**config.mk**
```make
export PLATFORM = sky130hd
export DESIGN_NAME = rv_dmem_arb_flat
export DESIGN_NICKNAME = d
export VERILOG_FILES = /design/src/rtl/rv_dmem_arb_if.sv /design/src/rtl/rv_dmem_arb.sv /design/src/flat_wrapper.sv
export SDC_FILE = /design/constraint.sdc
export NUM_CORES = 1
export LEC_CHECK = 0
export ABC_AREA = 1
export ABC_CLOCK_PERIOD_IN_PS = 1450
export BUFFER_PORTS_ARGS = -buffer_cell sky130_fd_sc_hd__clkbuf_2
export CAP_MARGIN = 15
export CORE_AREA = 3 3 95 97
export DETAILED_ROUTE_END_ITERATION = 8
export DIE_AREA = 0 0 98 100
export GPL_TIMING_DRIVEN = 0
export MAX_ROUTING_LAYER = met4
export SYNTH_ARGS = -nofsm -noshare
export SYNTH_HDL_FRONTEND = slang
export SYNTH_SLANG_ARGS = --single-unit
```
**constraint.sdc**
```tcl
create_clock -name i_dmem_arb_clk -period 1.45 [get_ports i_dmem_arb_clk]
set_input_delay 0.0725 -clock i_dmem_arb_clk [delete_from_list [all_inputs] [get_ports i_dmem_arb_clk]]
set_output_delay 0.0725 -clock i_dmem_arb_clk [all_outputs]
set_load 0.03 [all_outputs]
```
**src/rtl/rv_dmem_arb_if.sv**
```systemverilog
// Shared data-memory port bundle: CPU requester, external requester and the memory side.
`ifndef XLEN
`define XLEN 32
`endif
`ifndef DMEM_A_BIT
`define DMEM_A_BIT 12
`endif

interface rv_dmem_arb_if;
    logic                   i_cpu_req;
    logic [`DMEM_A_BIT-1:0] i_cpu_a;
    logic [`XLEN-1:0]       i_cpu_wd;
    logic                   i_cpu_we;
    logic [2:0]             i_cpu_bytectrl;
    logic                   o_cpu_gnt;
    logic                   o_cpu_stall;
    logic [`XLEN-1:0]       o_cpu_rd;

    logic                   i_ext_req;
    logic                   i_ext_lock;
    logic [`DMEM_A_BIT-1:0] i_ext_a;
    logic [`XLEN-1:0]       i_ext_wd;
    logic                   i_ext_we;
    logic [2:0]             i_ext_bytectrl;
    logic                   o_ext_gnt;
    logic [`XLEN-1:0]       o_ext_rd;

    logic [`DMEM_A_BIT-1:0] o_dmem_a;
    logic [`XLEN-1:0]       o_dmem_wd;
    logic                   o_dmem_we;
    logic [2:0]             o_dmem_bytectrl;
    logic [`XLEN-1:0]       i_dmem_rd;

    modport slave (
        input  i_cpu_req, i_cpu_a, i_cpu_wd, i_cpu_we, i_cpu_bytectrl,
        output o_cpu_gnt, o_cpu_stall, o_cpu_rd,
        input  i_ext_req, i_ext_lock, i_ext_a, i_ext_wd, i_ext_we, i_ext_bytectrl,
        output o_ext_gnt, o_ext_rd,
        output o_dmem_a, o_dmem_wd, o_dmem_we, o_dmem_bytectrl,
        input  i_dmem_rd
    );

    modport master (
        output i_cpu_req, i_cpu_a, i_cpu_wd, i_cpu_we, i_cpu_bytectrl,
        input  o_cpu_gnt, o_cpu_stall, o_cpu_rd,
        output i_ext_req, i_ext_lock, i_ext_a, i_ext_wd, i_ext_we, i_ext_bytectrl,
        input  o_ext_gnt, o_ext_rd,
        input  o_dmem_a, o_dmem_wd, o_dmem_we, o_dmem_bytectrl,
        output i_dmem_rd
    );
endinterface

```
**src/rtl/rv_dmem_arb.sv**
```systemverilog
// Data-memory port arbiter: CPU priority, starvation-bounded external access,
// and length-bounded locked external bursts. Grants are same-cycle (combinational).
`ifndef XLEN
`define XLEN 32
`endif
`ifndef DMEM_A_BIT
`define DMEM_A_BIT 12
`endif

module rv_dmem_arb #(
    parameter int unsigned STARVE_MAX = 4,
    parameter int unsigned BURST_MAX  = 8
) (
    input logic           i_dmem_arb_clk,
    input logic           i_dmem_arb_rstn,
    rv_dmem_arb_if.slave  bus
);

    typedef enum logic {S_CPU, S_EXT} state_t;

    state_t     state, state_nxt;
    logic [3:0] starve_cnt, starve_nxt;
    logic [3:0] burst_cnt, burst_nxt;
    logic [4:0] burst_inc;
    logic       ext_win;
    logic       cpu_gnt, ext_gnt;

    assign burst_inc = {1'b0, burst_cnt} + 5'd1;

    always_ff @(posedge i_dmem_arb_clk) begin
        if (!i_dmem_arb_rstn) begin
            state      <= S_CPU;
            starve_cnt <= 4'd0;
            burst_cnt  <= 4'd0;
        end else begin
            state      <= state_nxt;
            starve_cnt <= starve_nxt;
            burst_cnt  <= burst_nxt;
        end
    end

    always_comb begin
        state_nxt = state;
        burst_nxt = burst_cnt;
        ext_win   = 1'b0;
        cpu_gnt   = 1'b0;
        ext_gnt   = 1'b0;
        case (state)
            S_CPU: begin
                ext_win = bus.i_ext_req &
                          (~bus.i_cpu_req | (starve_cnt == 4'(STARVE_MAX)));
                ext_gnt = ext_win;
                cpu_gnt = bus.i_cpu_req & ~ext_win;
                if (ext_win && bus.i_ext_lock && (BURST_MAX > 1)) begin
                    state_nxt = S_EXT;
                    burst_nxt = 4'd1;
                end
            end
            S_EXT: begin
                // Inside a locked burst the external master owns the port
                // until it stops requesting or the burst length runs out.
                ext_gnt = bus.i_ext_req;
                cpu_gnt = bus.i_cpu_req & ~bus.i_ext_req;
                if (bus.i_ext_req) begin
                    burst_nxt = burst_inc[3:0];
                    if (!(bus.i_ext_lock && (burst_inc < 5'(BURST_MAX))))
                        state_nxt = S_CPU;
                end else begin
                    state_nxt = S_CPU;
                end
            end
            default: state_nxt = S_CPU;
        endcase
        if (!i_dmem_arb_rstn) begin
            cpu_gnt = 1'b0;
            ext_gnt = 1'b0;
        end
    end

    always_comb begin
        starve_nxt = starve_cnt;
        if (ext_gnt || !bus.i_ext_req)
            starve_nxt = 4'd0;
        else if (starve_cnt < 4'(STARVE_MAX))
            starve_nxt = starve_cnt + 4'd1;
    end

    assign bus.o_cpu_gnt       = cpu_gnt;
    assign bus.o_ext_gnt       = ext_gnt;
    assign bus.o_cpu_stall     = bus.i_cpu_req & ~cpu_gnt;

    assign bus.o_dmem_a        = ext_gnt ? bus.i_ext_a        : bus.i_cpu_a;
    assign bus.o_dmem_wd       = ext_gnt ? bus.i_ext_wd       : bus.i_cpu_wd;
    assign bus.o_dmem_bytectrl = ext_gnt ? bus.i_ext_bytectrl : bus.i_cpu_bytectrl;
    assign bus.o_dmem_we       = (cpu_gnt & bus.i_cpu_we) | (ext_gnt & bus.i_ext_we);

    assign bus.o_cpu_rd        = bus.i_dmem_rd;
    assign bus.o_ext_rd        = bus.i_dmem_rd;

endmodule

```
**src/flat_wrapper.sv**
```systemverilog
// flat-port wrapper written by rule: the top's interface ports become plain ports
module rv_dmem_arb_flat 
#(
    parameter int unsigned STARVE_MAX = 4,
    parameter int unsigned BURST_MAX  = 8
)
  (i_dmem_arb_clk, i_dmem_arb_rstn, bus_i_cpu_req, bus_i_cpu_a, bus_i_cpu_wd, bus_i_cpu_we, bus_i_cpu_bytectrl, bus_o_cpu_gnt, bus_o_cpu_stall, bus_o_cpu_rd, bus_i_ext_req, bus_i_ext_lock, bus_i_ext_a, bus_i_ext_wd, bus_i_ext_we, bus_i_ext_bytectrl, bus_o_ext_gnt, bus_o_ext_rd, bus_o_dmem_a, bus_o_dmem_wd, bus_o_dmem_we, bus_o_dmem_bytectrl, bus_i_dmem_rd);
  rv_dmem_arb_if bus_i ();
  input logic i_dmem_arb_clk;
  input logic i_dmem_arb_rstn;
  input wire logic [$bits(bus_i.i_cpu_req)-1:0] bus_i_cpu_req;
  input wire logic [$bits(bus_i.i_cpu_a)-1:0] bus_i_cpu_a;
  input wire logic [$bits(bus_i.i_cpu_wd)-1:0] bus_i_cpu_wd;
  input wire logic [$bits(bus_i.i_cpu_we)-1:0] bus_i_cpu_we;
  input wire logic [$bits(bus_i.i_cpu_bytectrl)-1:0] bus_i_cpu_bytectrl;
  output wire logic [$bits(bus_i.o_cpu_gnt)-1:0] bus_o_cpu_gnt;
  output wire logic [$bits(bus_i.o_cpu_stall)-1:0] bus_o_cpu_stall;
  output wire logic [$bits(bus_i.o_cpu_rd)-1:0] bus_o_cpu_rd;
  input wire logic [$bits(bus_i.i_ext_req)-1:0] bus_i_ext_req;
  input wire logic [$bits(bus_i.i_ext_lock)-1:0] bus_i_ext_lock;
  input wire logic [$bits(bus_i.i_ext_a)-1:0] bus_i_ext_a;
  input wire logic [$bits(bus_i.i_ext_wd)-1:0] bus_i_ext_wd;
  input wire logic [$bits(bus_i.i_ext_we)-1:0] bus_i_ext_we;
  input wire logic [$bits(bus_i.i_ext_bytectrl)-1:0] bus_i_ext_bytectrl;
  output wire logic [$bits(bus_i.o_ext_gnt)-1:0] bus_o_ext_gnt;
  output wire logic [$bits(bus_i.o_ext_rd)-1:0] bus_o_ext_rd;
  output wire logic [$bits(bus_i.o_dmem_a)-1:0] bus_o_dmem_a;
  output wire logic [$bits(bus_i.o_dmem_wd)-1:0] bus_o_dmem_wd;
  output wire logic [$bits(bus_i.o_dmem_we)-1:0] bus_o_dmem_we;
  output wire logic [$bits(bus_i.o_dmem_bytectrl)-1:0] bus_o_dmem_bytectrl;
  input wire logic [$bits(bus_i.i_dmem_rd)-1:0] bus_i_dmem_rd;
  assign bus_i.i_cpu_req = bus_i_cpu_req;
  assign bus_i.i_cpu_a = bus_i_cpu_a;
  assign bus_i.i_cpu_wd = bus_i_cpu_wd;
  assign bus_i.i_cpu_we = bus_i_cpu_we;
  assign bus_i.i_cpu_bytectrl = bus_i_cpu_bytectrl;
  assign bus_o_cpu_gnt = bus_i.o_cpu_gnt;
  assign bus_o_cpu_stall = bus_i.o_cpu_stall;
  assign bus_o_cpu_rd = bus_i.o_cpu_rd;
  assign bus_i.i_ext_req = bus_i_ext_req;
  assign bus_i.i_ext_lock = bus_i_ext_lock;
  assign bus_i.i_ext_a = bus_i_ext_a;
  assign bus_i.i_ext_wd = bus_i_ext_wd;
  assign bus_i.i_ext_we = bus_i_ext_we;
  assign bus_i.i_ext_bytectrl = bus_i_ext_bytectrl;
  assign bus_o_ext_gnt = bus_i.o_ext_gnt;
  assign bus_o_ext_rd = bus_i.o_ext_rd;
  assign bus_o_dmem_a = bus_i.o_dmem_a;
  assign bus_o_dmem_wd = bus_i.o_dmem_wd;
  assign bus_o_dmem_we = bus_i.o_dmem_we;
  assign bus_o_dmem_bytectrl = bus_i.o_dmem_bytectrl;
  assign bus_i.i_dmem_rd = bus_i_dmem_rd;
  rv_dmem_arb #(.STARVE_MAX(STARVE_MAX), .BURST_MAX(BURST_MAX)) u_core (.i_dmem_arb_clk(i_dmem_arb_clk), .i_dmem_arb_rstn(i_dmem_arb_rstn), .bus(bus_i));
endmodule
```
==> impl_metrics.csv <==
group,metric,value,unit
clock_network,clk_path_buf_depth,2,
logic_synthesis,synthTopCellsByArea,"nand2_1, buf_4, dfxtp_1",
die,fp.dieW,98,um
status,status,"finished, violations left",
logic_synthesis,synth_top_area_cell,"nand2_1",
die,core,8220,um^2
logic_synthesis,synth_edf_count,0,
finish,final_cell_area,4450,um^2
placement,dp_cells,604,
logic_synthesis,syn-mean-instance-area,5.51,um^2
drt,drc,0,
timing,fin_ws,-0.380,ns
status,failed_checks,"negative setup slack",
global_route,grt_pass1_wl,13100,um
setup_path,crit_required,1.38,ns
setup_path,crit_path_end_kind,"output pin",
timing,relSlewSlack,0.852,
placement,port_buffers,215,
timing,setup_viol,53,
setup_path,crit_fanout,5,
global_route,grt_overflow,0,
clock_network,cts_root_buf,"clkbuf_8",
logic_synthesis,synth_top_area_frac,0.370,
timing,worst_slew_pin_slew,0.219,ns
setup_path,worstSetupPathType,"reg -> out",
clock_network,cts_tree,"yes",
drt,wire_per_inst,14.2,um
setup_path,cp.arrival,1.76,ns
finish,finalNonFillerCells,634,
finish,diodes,0,
timing,fmax,0.546,GHz
finish,layout-drive-gt1-share,0.862,
drt,ant_nets,0,
logic_synthesis,synth-seq-cells,9,
logic_synthesis,ys_warn_count,0,
logic_synthesis,seq_area_frac_synth,0.115,
power_and_ir_drop,vdd_drop_max,0.441,mV
clock_network,clk_latency,0.23,ns
clock_network,hold_buffers,0,
global_route,antenna_found_initial,0,
global_route,grt_use_total,0.166,
drt,drtIter0Drc,20,
logic_synthesis,postSynthCellCount,284,
finish,nets,666,
die,row_count,33,
clock_network,cts_buffers,3,
timing,fin_crit_sh,1.26,
placement,place_congestion,0.854,
drt,wl,8990,um
clock_network,htreeDepth,1,
logic_synthesis,async_flop_share,0,
die,pin_count,248,
logic_synthesis,synth_common_cells,"nand2_1, buf_4, inv_1, nor2_1, dfxtp_1",
die,initial_core_util,0.190,
power_and_ir_drop,pwr_density_cell,511,nW/um^2
timing,hold_violations,0,
logic_synthesis,synth.most_common_cell,"nand2_1",
drt,vias,2627,
job,drv_cap,0,
setup_path,start_kind,"flop",
die,dieHeight,100,um
power_and_ir_drop,p_leak,2.60,nW
die,dieArea,9800,um^2
timing,drv_slew,0,
logic_synthesis,syn_area,1560,um^2
placement,post_dp_cell_area,2950,um^2
drt,drt_pass1_iterations,5,
worst_hold_path,hold_depth,3,
power_and_ir_drop,total_power,2.27,mW
clock_network,cts.sinks,9,
logic_synthesis,synth_nets,420,
timing,fin_worst_skew,0.00425,ns
placement,hpwl,6080,um
logic_synthesis,ys_types,17,
finish,syn_to_final_growth,184,%
global_route,grt_start_max_net_pins,11,
timing,period_minus_slack,1.83,ns
timing,rsz0062_at_grt,"yes",
clock_network,clk_pin_slew_worst_paths,0.05,ns
logic_synthesis,ys.flop_type,"dfxtp_1",
worst_hold_path,hold_class,"in -> reg",
global_route,grt_pass1_vias,2666,
setup_path,rr_worst_depth,11,
drt,vias_per_cell,4.14,
[cell type report]
class | instances | area (um^2)
tap | 105 | 131
clock buffer | 3 | 41.3
buffer | 73 | 612
clock inverter | 1 | 5.00
fill | 716 | 3770
sequential | 9 | 183
timing repair buffer | 242 | 1940
multi-input combinational | 189 | 1490
inverter | 12 | 47.5
[through the flow]
stage	setup WS [ns]	util	setup TNS, ns	hold slack, ns
after floorplan	-0.0578	-	-0.0578	0.211
after global placement	-0.349	0.359	-12.02	0.392
after detailed placement	-0.367	0.359	-13.54	0.395
after CTS	-0.420	0.502	-18.94	0.165
after global routing	-0.481	0.541	-22.03	0.218
final	-0.380	0.541	-17.14	0.197
[critical path, stage by stage (launching register included)]
cell and delay [ns]:
dfxtp_2 0.32, inv_2 0.07, ha_4 0.14, nand3_4 0.07, nand2_4 0.08, nand2_4 0.06
nand2_4 0.08, nand2_4 0.08, inv_4 0.09, buf_8 0.14, buf_8 0.14, nand2_2 0.07
nand2_4 0.06, buf_8 0.11
[where the power goes]
part	internal (mW)	switching [mW]
combinational	0.807	0.915
sequential	0.254	0.00469
clock	0.188	0.105
total	1.25	1.02
[what timing repair did]
action | in CTS | in global routing
resized for setup | 225 | 123
endpoints found under the setup margin | 51 | 56
gates cloned | 8 | 0
setup buffers | 20 | 3
pin swaps | 13 | 19
[logic make-up after synthesis]
| family | synth area share |
|---|---|
| adders and majority gates | 0.0240 |
| and+or+nand+nor | 0.432 |
| xor gates and xnor gates | 0.0112 |
| buffers and inverters | 0.387 |
| AOI/OAI and AO/OA | 0.0304 |
| DFF | 0.115 |
[flip-flops by register name, summed over array words and instances (netlist names)]
| register | cells |
|---|---|
| u_core.state | 1 |
| u_core.burst_cnt | 4 |
| u_core.starve_cnt | 4 |
[path summary, 6_finish.rpt]
kind	start	endpoint	slack (ns)
worst max-delay path	u_core.starve_cnt[0]	bus_o_dmem_wd[0]	-0.38
worst min-delay path	i_dmem_arb_rstn	u_core.burst_cnt[2]	0.20
worst max register to register	u_core.starve_cnt[1]	u_core.burst_cnt[3]	-0.02
worst min register to register	u_core.burst_cnt[3]	u_core.burst_cnt[3]	0.49
[layer usage]
metal | GRT usage | wire (um) | up-vias
met4 | 0.0501 | 197 | 0
li1 | - | - | 1284
met5 | - | 0 | -
met2 | 0.322 | 5260 | 139
met3 | 0.0257 | 584 | 17
met1 | 0.173 | 2950 | 1187
[cell usage in the layout (no fill, tap or decap)]
cell type and count:
nand3_1 4, clkbuf_2 164, xor2_1 2, nand2_4 70, inv_2 4, dfxtp_1 7, buf_4 76, ha_4 1
clkbuf_8 4, nor3_1 1, nand2_2 52, a21oi_1 3, buf_12 4, inv_1 7, o21ai_0 1, nand2_1 35
a21oi_2 3, dfxtp_2 2, buf_6 9, buf_2 1, clkinv_2 1, nand4_1 1, nand3_4 2, inv_4 1
clkbuf_16 1, o21bai_1 1, buf_8 55, o21ai_2 1, ha_1 2, nor2_1 9, buf_16 4, nor2_4 1
Power figures use the tool's default switching activity.
